**src/rtl/sign_extend.sv**
```systemverilog
// ----------------------------------------------------------------------------
// sign_extend
//
// Immediate generator for the RV32I single-cycle datapath. It pulls the
// immediate field out of a 32-bit instruction word and sign-extends it to
// 32 bits for the ALU / PC adder. The encoding format is chosen by the main
// decoder through ImmSrc. An illegal select produces an all-zero immediate,
// never X. A registered flag also reports the illegal select to debug/trap
// logic.
//
// Ports
//   clk      in   1   system clock, rising edge
//   rst_n    in   1   asynchronous active-low reset, clears every flop
//   In       in   32  instruction word (In[6:0] opcode is not used here)
//   ImmSrc   in   3   000 I, 001 S, 010 B, 011 U, 100 J, 101..111 illegal
//   Imm_Ext  out  32  extended immediate
//   ImmErr   out  1   illegal ImmSrc was seen on the previous rising edge
//
// Build option
//   SIGN_EXTEND_PIPE_EN : when defined, Imm_Ext comes from a 32-bit register
//                         that reloads on every rising edge (1-cycle latency,
//                         resets to 0). ImmErr timing does not change, so it
//                         lines up with the registered immediate. When the
//                         macro is undefined, Imm_Ext is purely combinational.
// ----------------------------------------------------------------------------
module sign_extend (
    input  logic        clk,
    input  logic        rst_n,
    input  logic [31:0] In,
    input  logic [2:0]  ImmSrc,
    output logic [31:0] Imm_Ext,
    output logic        ImmErr
);

    localparam logic [2:0] IMM_I = 3'b000;
    localparam logic [2:0] IMM_S = 3'b001;
    localparam logic [2:0] IMM_B = 3'b010;
    localparam logic [2:0] IMM_U = 3'b011;
    localparam logic [2:0] IMM_J = 3'b100;

    logic        sign;
    logic        illegal;
    logic [31:0] imm_i;
    logic [31:0] imm_s;
    logic [31:0] imm_b;
    logic [31:0] imm_u;
    logic [31:0] imm_j;
    logic [31:0] imm_comb;

    // The opcode bits take no part in immediate extraction. Reducing them
    // into a signal named "unused" marks them as intentionally dropped.
    logic        unused_opcode;
    assign unused_opcode = ^In[6:0];

    // Every format takes its sign from In[31].
    assign sign = In[31];

    // Each format is assembled in parallel. The select mux then chooses one.
    // B and J drop bit 0 because branch and jump targets are halfword aligned.
    // U supplies the upper 20 bits directly, so it needs no extension.
    assign imm_i = {{20{sign}}, In[31:20]};
    assign imm_s = {{20{sign}}, In[31:25], In[11:7]};
    assign imm_b = {{19{sign}}, In[31], In[7], In[30:25], In[11:8], 1'b0};
    assign imm_u = {In[31:12], 12'b0};
    assign imm_j = {{11{sign}}, In[31], In[19:12], In[20], In[30:21], 1'b0};

    // Select codes above J are reserved.
    assign illegal = (ImmSrc > IMM_J);

    // Format select. The zero default covers the reserved codes, so an
    // illegal select produces a clean zero instead of X. A legacy 1-bit
    // driver, zero-extended, lands on I or S without special handling.
    always_comb begin
        imm_comb = 32'h0000_0000;
        case (ImmSrc)
            IMM_I:   imm_comb = imm_i;
            IMM_S:   imm_comb = imm_s;
            IMM_B:   imm_comb = imm_b;
            IMM_U:   imm_comb = imm_u;
            IMM_J:   imm_comb = imm_j;
            default: imm_comb = 32'h0000_0000;
        endcase
    end

    // Illegal-select flag. It is sampled every edge, so it stays high while
    // the select stays reserved and clears on the first edge with a legal
    // select.
    always_ff @(posedge clk or negedge rst_n) begin
        if (!rst_n) begin
            ImmErr <= 1'b0;
        end else begin
            ImmErr <= illegal;
        end
    end

`ifdef SIGN_EXTEND_PIPE_EN
    // Optional output register. It reloads unconditionally every edge, so
    // the immediate and ImmErr both describe the select from the same edge.
    logic [31:0] imm_q;

    always_ff @(posedge clk or negedge rst_n) begin
        if (!rst_n) begin
            imm_q <= 32'h0000_0000;
        end else begin
            imm_q <= imm_comb;
        end
    end

    assign Imm_Ext = imm_q;
`else
    assign Imm_Ext = imm_comb;
`endif

endmodule

```
**config.mk**
```make
export PLATFORM = sky130hd
export DESIGN_NAME = sign_extend
export DESIGN_NICKNAME = d
export VERILOG_FILES = /design/src/rtl/sign_extend.sv
export SDC_FILE = /design/constraint.sdc
export NUM_CORES = 1
export LEC_CHECK = 0
export ABC_CLOCK_PERIOD_IN_PS = 1600
export CAP_MARGIN = 10
export CELL_PAD_IN_SITES_DETAIL_PLACEMENT = 1
export CELL_PAD_IN_SITES_GLOBAL_PLACEMENT = 1
export CORE_MARGIN = 2
export CORE_UTILIZATION = 14
export CTS_CLUSTER_DIAMETER = 150
export CTS_CLUSTER_SIZE = 28
export DETAILED_ROUTE_END_ITERATION = 7
export HOLD_SLACK_MARGIN = 0.1
export PLACE_DENSITY = 0.76
export SYNTH_ARGS = -nofsm -noshare
export SYNTH_HDL_FRONTEND = slang
export SYNTH_SLANG_ARGS = --single-unit
```
**constraint.sdc**
```tcl
create_clock -name clk -period 1.6 [get_ports clk]
set_clock_uncertainty 0.2 [all_clocks]
set_input_delay 0.16 -clock clk [delete_from_list [all_inputs] [get_ports clk]]
set_output_delay 0.16 -clock clk [all_outputs]
set_load 0.01 [all_outputs]
```
# Yosys cells after proc, flatten, opt, wreduce, memory -nomap -nowiden
# Cells that the tools add are included.
[word_totals]
register_bits = 1
in_bits = 37
output_inout_bits = 33
[classes]
n_lt_le_gt_ge = 1
n_eq_ne = 4
mux = 1
n_reduce_logical = 1
[op_table]
columns = ["operator", "count"]
rows = [
  ["$pmux W32 S5", 1],
  ["$eq A3 B2 Y1 const B", 2],
  ["$eq A3 B1 Y1 const B", 1],
  ["$eq A3 B3 Y1 const B", 1],
  ["$gt A3 B3 Y1 const B", 1],
  ["$logic_not A3 Y1", 1],
]

# Logic depth before layout (Yosys ltp)
# Gate-level depths: netlist of the first run.
[logic_depth]
ltp_word = 2
ltp_mapped = 5
depth_no_buf = 3

# Worst setup path before layout of the first run
# Ideal clock, no wire load.
[synth_timing]
path_type = "input-to-output"
from = "input port ImmSrc[2]"
to = "output port Imm_Ext[20]"
t_arrival_ns = 0.981
t_required_ns = 1.240
path_slack_ns = 0.259
stages = 5
path_cell_list = "buf_6 -> maj3_2 -> nand2b_4 -> buf_6 -> nand2_1"
[synth_between]
elab_chain_len = 2
word_cells_on_any_way = 6
[synth_rtl]
columns = ["element", "line", "rtl"]
rows = [
  ["start, declared", "30", "input logic [2:0] ImmSrc,"],
  ["$eq A3 B3 Y1, or another cell as far along", "75", "case (ImmSrc)"],
  ["$pmux W32 S5 *", "75", ""],
  ["end, declared", "31", "output logic [31:0] Imm_Ext,"],
]
# Mark *: on every way between the ends. The rest lies on a longest branch, timed or not.

# Final worst setup path of the first run
[layout_timing]
from = "input port In[11]"
to = "output port Imm_Ext[4]"
[layout_between]
elab_chain_len = 1
[layout_rtl]
columns = ["element", "line", "rtl"]
rows = [
  ["start, declared", "29", "input logic [31:0] In,"],
  ["$pmux W32 S5", "75", ""],
]
# Every way passes these cells.

==> out/qor.yml, run 1 <==
finalHoldViolCount: 0
vias: 925
routed.top_layer: "met4"
grt_pass1_wl_mm: 4.58
synth_seq_cells: 1
setup_viol: 0
wl_per_cell_um: 13.4
largest_reg_flops: 1
avgSynthCellArea_um2: 5.70
areaGrowthSynthToFinish_pct: 120
dieHeight_um: 66.9
grt-ovfl-total: 0
rows: 22
stdcell_count: 217
synth-adder-area-share: 0.0204
startpoint_type: "input port"
drive_gt1_frac: 0.308
clk_pin_slew_ns: 0
final_common_cell: "nand2_1"
yosysTopAreaCellShare: 0.190
diodes: 0
synth_cells: 97
cpLargestDelayFamily: "buffers and inverters"
synth_xor_area_frac: 0
critical_path_buf_inv_count: 2
place_inst: 211
critPathRequiredTime_ns: 1.24
worst_pin_slew_ns: 0.172
synth_ff_type: "dfrtp_1"
critPathKind: "in2out"
die_w_um: 66.9
synth_enable_flop_cells: 0
dieArea_um2: 4470
fin_crit_ns: 1.53
port_buffers: 62
dp_hpwl_mm: 2.37
critPathLaunch: "In[11]"
vdd_ir_drop_max_v: 0.0000912
routed_wl_mm: 2.90
drtPass1Iterations: 3
crit_chain: "clkdlybuf4s50_1 > and2b_1 > o21ai_0 > o21ai_0 > dlygate4sd2_1"
postSynth.asyncResetShare: 1.00
synth_top_area_cell: "nand2_1"
cp_slowest_stage_delay_ns: 0.41
yosysSeqAreaShare: 0.0452
synth_mux_area_frac: 0.0181
path_common_cell: "o21ai_0"
grt.total_usage: 0.128
synth-compound-area-share: 0.324
drc: 0
synth_nets: 134
drt_iter0_markers: 16
ys_warn_count: 0
slew_headroom: 0.885
path_max_fanout: 1
maxCapViolations: 0
routabilityCongestion: 0.704
utilization: 0.328
top_register: "ImmErr"
start_util: 0.149
dr_wl_met3_um: 86
rsz0062_at_grt: "no"
yosys.area_share.simple: 0.482
antenna_found_initial: 0
slowest_stage: "clkdlybuf4s50_1"
layout_setup_ws_ns: 0.0655
wl_met2_mm: 1.64
fillCellCount: 514
ant_nets: 0
vias_per_cell: 4.26
io_pins: 70
status: "complete, no violations"
fmax_ghz: 0.652
worstPathArrival_ns: 1.17
powerDensity_nw_per_um2: 319
grt_max_degree: 15
netlist_top_cells_area: "nand2_1, a21oi_1, nor2b_1"
crit_cells: 5
crit_end: "Imm_Ext[4]"
p_leak_nw: 0.631
largestRegisters: "ImmErr: 1 flops"
setup_tns_ns: 0
core_region_area_um2: 3720
synthDistinctLibCells: 23
endpoint_kind: "output pin"
wl_met1_mm: 1.16
preCtsSetupSlack_ns: -0.714
slew_violations: 0
nets: 208
syn-cell-area_um2: 553
final_cell_mix: "nand2_1, clkdlybuf4s50_1, buf_2, buf_4, a21oi_1"
grt_pass1_vias: 983
synth_top_family_by_area: "simple AND/OR/NAND/NOR gates"
fin_crit_sh: 0.959
worstHoldPathType: "in2async"
[cell usage after synthesis (2+ instances only)]
cell type,number
nand2_1,28
a21oi_1,14
nor2b_1,10
o21ai_0,8
o22ai_1,7
and2b_1,6
buf_2,4
clkbuf_1,3
buf_6,2
inv_1,2
[timing repair]
| action | 4_1_cts | 5_1_grt |
|---|---|---|
| hold buffers | 0 | 0 |
| cloned | 1 | 0 |
| endpoints found under the setup margin | 33 | 15 |
| gates resized for setup | 98 | 22 |
| pin swaps | 1 | 1 |
| buffers inserted | 5 | 0 |
[metal layers]
metal,vias up,GRT usage
met5,-,0
met4,0,0.00765
met3,2,0.00338
met2,24,0.274
met1,425,0.142
li1,474,-
[how the worst min path moves through the flow]
stage / from / end / slack, ns / cells after the start
detailed placement: rst_n / ImmErr / 0.12 / 1
floorplan: rst_n / ImmErr / -0.34 / 0
CTS: rst_n / ImmErr / 0.12 / 1
global placement: rst_n / ImmErr / 0.11 / 1
global route: rst_n / ImmErr / 0.12 / 1
finish: rst_n / ImmErr / 0.12 / 1
[power by group]
group / switching, W / internal, W / total, W
Sequential: 0.000000333 / 0.0000273 / 0.0000277
Clock: 0 / 0 / 0
Combinational: 0.000165 / 0.000196 / 0.000361
[area by class of cell]
cell class	count	area [um^2]	area share
inverter	2	7.51	0.00616
multi-input combinational	85	485	0.398
sequential	1	25.0	0.0205
tap	48	60.1	0.0493
timing repair buffer	81	641	0.526
[cell families after synthesis]
group / after synthesis
mux: 1
simple gates: 51
compound gates: 32
buf+inv: 11
fa+ha+maj: 1
flops: 1
[per-stage QoR]
step	cell area, um^2	total power, W	hold WS, ns
2_1_floorplan	553	0.000179	-0.336
3_3_place_gp	1290	0.000419	0.109
3_5_place_dp	1290	0.000430	0.116
4_1_cts	1270	0.000401	0.119
5_1_grt	1220	0.000418	0.121
6_report	1220	0.000388	0.115
Power figures use the tool's default switching activity.
==> run 2: changes to the inputs <==
--- a/config.mk
+++ b/config.mk
@@ -5,7 +5,6 @@
 export SDC_FILE = /design/constraint.sdc
 export NUM_CORES = 1
 export LEC_CHECK = 0
-export ABC_CLOCK_PERIOD_IN_PS = 1600
 export CAP_MARGIN = 10
 export CELL_PAD_IN_SITES_DETAIL_PLACEMENT = 1
 export CELL_PAD_IN_SITES_GLOBAL_PLACEMENT = 1
@@ -16,6 +15,7 @@
 export DETAILED_ROUTE_END_ITERATION = 7
 export HOLD_SLACK_MARGIN = 0.1
 export PLACE_DENSITY = 0.76
+export SLEW_MARGIN = 10
 export SYNTH_ARGS = -nofsm -noshare
 export SYNTH_HDL_FRONTEND = slang
 export SYNTH_SLANG_ARGS = --single-unit
==> results of run 2 <==
Same layout as run 1: the final DEF is identical, and so are final timing and power.
==> run 3: changes to the inputs <==
--- a/config.mk
+++ b/config.mk
@@ -14,6 +14,7 @@
 export CTS_CLUSTER_SIZE = 28
 export DETAILED_ROUTE_END_ITERATION = 7
 export HOLD_SLACK_MARGIN = 0.1
+export MAX_ROUTING_LAYER = met4
 export PLACE_DENSITY = 0.76
 export SLEW_MARGIN = 10
 export SYNTH_ARGS = -nofsm -noshare
==> run 3 against run 2 <==
Net effect: sequential power barely moved; first-iteration DRC count rose by 13%; cell count did not move; wire length rose by 0.17%; critical path depth did not move; via count rose by 0.22%; die area did not move; setup slack improved by 0.0043 ns; sequential share of layout area did not move; utilization did not move; cell area did not move; critical path type unchanged; critical endpoint unchanged.
==> out/qor.yml, run 3 (synthesis gave the netlist of run 1 again) <==
p_switching_w: 0.000166  # about the same
largestRegisters: "ImmErr: 1 flops"
drtPass1Iterations: 4  # +1
fin_crit_sh: 0.956  # -0.00270
place_area_um2: 1290  # unchanged
rsz0062_at_grt: "no"
drt_iter0_markers: 18  # +2
setup_viol: 0  # unchanged
vias: 927  # +0.22%
grt_max_degree: 15  # unchanged
internal_power_w: 0.000223  # about the same
drive_gt1_frac: 0.308  # unchanged
critPathRequiredTime_ns: 1.24  # about the same
core_region_area_um2: 3720  # unchanged
start_util: 0.149  # unchanged
final_cell_mix: "nand2_1, clkdlybuf4s50_1, buf_2, buf_4, a21oi_1"
place_inst: 211  # unchanged
worstPathArrival_ns: 1.17  # about the same
drc: 0  # unchanged
fin_crit_ns: 1.53  # -0.00433 ns
slew_violations: 0  # unchanged
largest_reg_flops: 1  # unchanged
dieHeight_um: 66.9  # unchanged
top_register: "ImmErr"
grt_pass1_vias: 983  # unchanged
grt-ovfl-total: 0  # unchanged
routed_wl_mm: 2.91  # +0.17%
finalPower_w: 0.000389  # about the same
wl_per_cell_um: 13.4  # +0.17%
port_buffers: 62  # unchanged
startpoint_type: "input port"
grt.total_usage: 0.131  # +0.00332
worstHoldPathType: "in2async"
routabilityCongestion: 0.712  # +1.1%
power_frac_clock: 0  # unchanged
areaGrowthSynthToFinish_pct: 120  # unchanged
fmax_ghz: 0.654  # +0.28%
clk_pin_slew_ns: 0  # unchanged
rows: 22  # unchanged
finalHoldViolCount: 0  # unchanged
diodes: 0  # unchanged
powerDensity_nw_per_um2: 319  # about the same
final_area_um2: 1220  # unchanged
maxCapViolations: 0  # unchanged
die_w_um: 66.9  # unchanged
stdcell_count: 217  # unchanged
switching_share: 0.426  # about the same
ant_nets: 0  # unchanged
p_leak_nw: 0.631  # unchanged
worst_pin_slew_ns: 0.172  # unchanged
status: "complete, no violations"
vias_per_cell: 4.27  # +0.22%
dp_hpwl_mm: 2.37  # unchanged
antenna_found_initial: 0  # unchanged
grt_pass1_wl_mm: 4.57  # -0.15%
critPathKind: "in2out"
path_max_fanout: 1  # unchanged
nets: 208  # unchanged
io_pins: 70  # unchanged
cts_hold_buf: 0  # unchanged
endpoint_kind: "output pin"
dieArea_um2: 4470  # unchanged
seq_power_share: 0.071  # about the same
final_common_cell: "nand2_1"
vdd_ir_drop_max_v: 0.0000915  # +0.33%
combinationalPowerShare: 0.929  # about the same
slew_headroom: 0.885  # unchanged
run 3: cell counts in the layout (fill, tap and decap cells not counted):
Identical to the previous run, type by type.
run 3: cell type report:
class                           count  area [um^2]
Fill cell                         514         2500
Inverter                            2         7.51
Multi-Input combinational cell     85          485
Sequential cell                     1         25.0
Tap cell                           48         60.1
Timing Repair Buffer               81          641
run 3: worst paths after layout:
check,from,endpoint,cells after the start
min in group clk,ImmSrc[0],ImmErr,4
hold / removal,rst_n,ImmErr,1
max in group asynchronous,rst_n,ImmErr,1
setup / recovery,In[11],Imm_Ext[4],5
run 3: critical path: stages:
cell             delay (ns)
clkdlybuf4s50_1        0.41
and2b_1                0.16
o21ai_0                0.06
o21ai_0                0.10
dlygate4sd2_1          0.29
run 3: what timing repair did:
item                       CTS  global route
setup endpoints to repair   33            15
resized for setup           98            22
setup buffers                5             0
pin swaps                    1             1
cloned                       1             0
run 3: metal layers:
metal | routed length, um | track usage | share of wire | up-vias
li1 | - | - | - | 474
met1 | 1150 | 0.141 | 0.40 | 425
met2 | 1640 | 0.274 | 0.56 | 26
met3 | 96 | 0.00507 | 0.033 | 2
met4 | 17 | 0.00765 | 0.0058 | 0
met5 | 0 | - | 0 | -
run 3: power groups by stage:
stage	combinational [W]	clock, W	sequential (W)
final	0.000361	0	0.0000277
after global routing	0.000391	0	0.0000278
after CTS	0.000373	0	0.0000277
after detailed placement	0.000402	0	0.0000277
after global placement	0.000391	0	0.0000278
after floorplan	0.000150	0	0.0000287
run 3: stage by stage:
step	util	hold slack (ns)	setup TNS [ns]	setup slack [ns]
floorplan	-	-0.336	0	0.259
global placement	0.347	0.109	-20.02	-0.672
detailed placement	0.347	0.116	-21.00	-0.714
CTS	0.341	0.119	0	0.00481
global route	0.328	0.121	0	0.00133
finish	0.328	0.115	0	0.0698
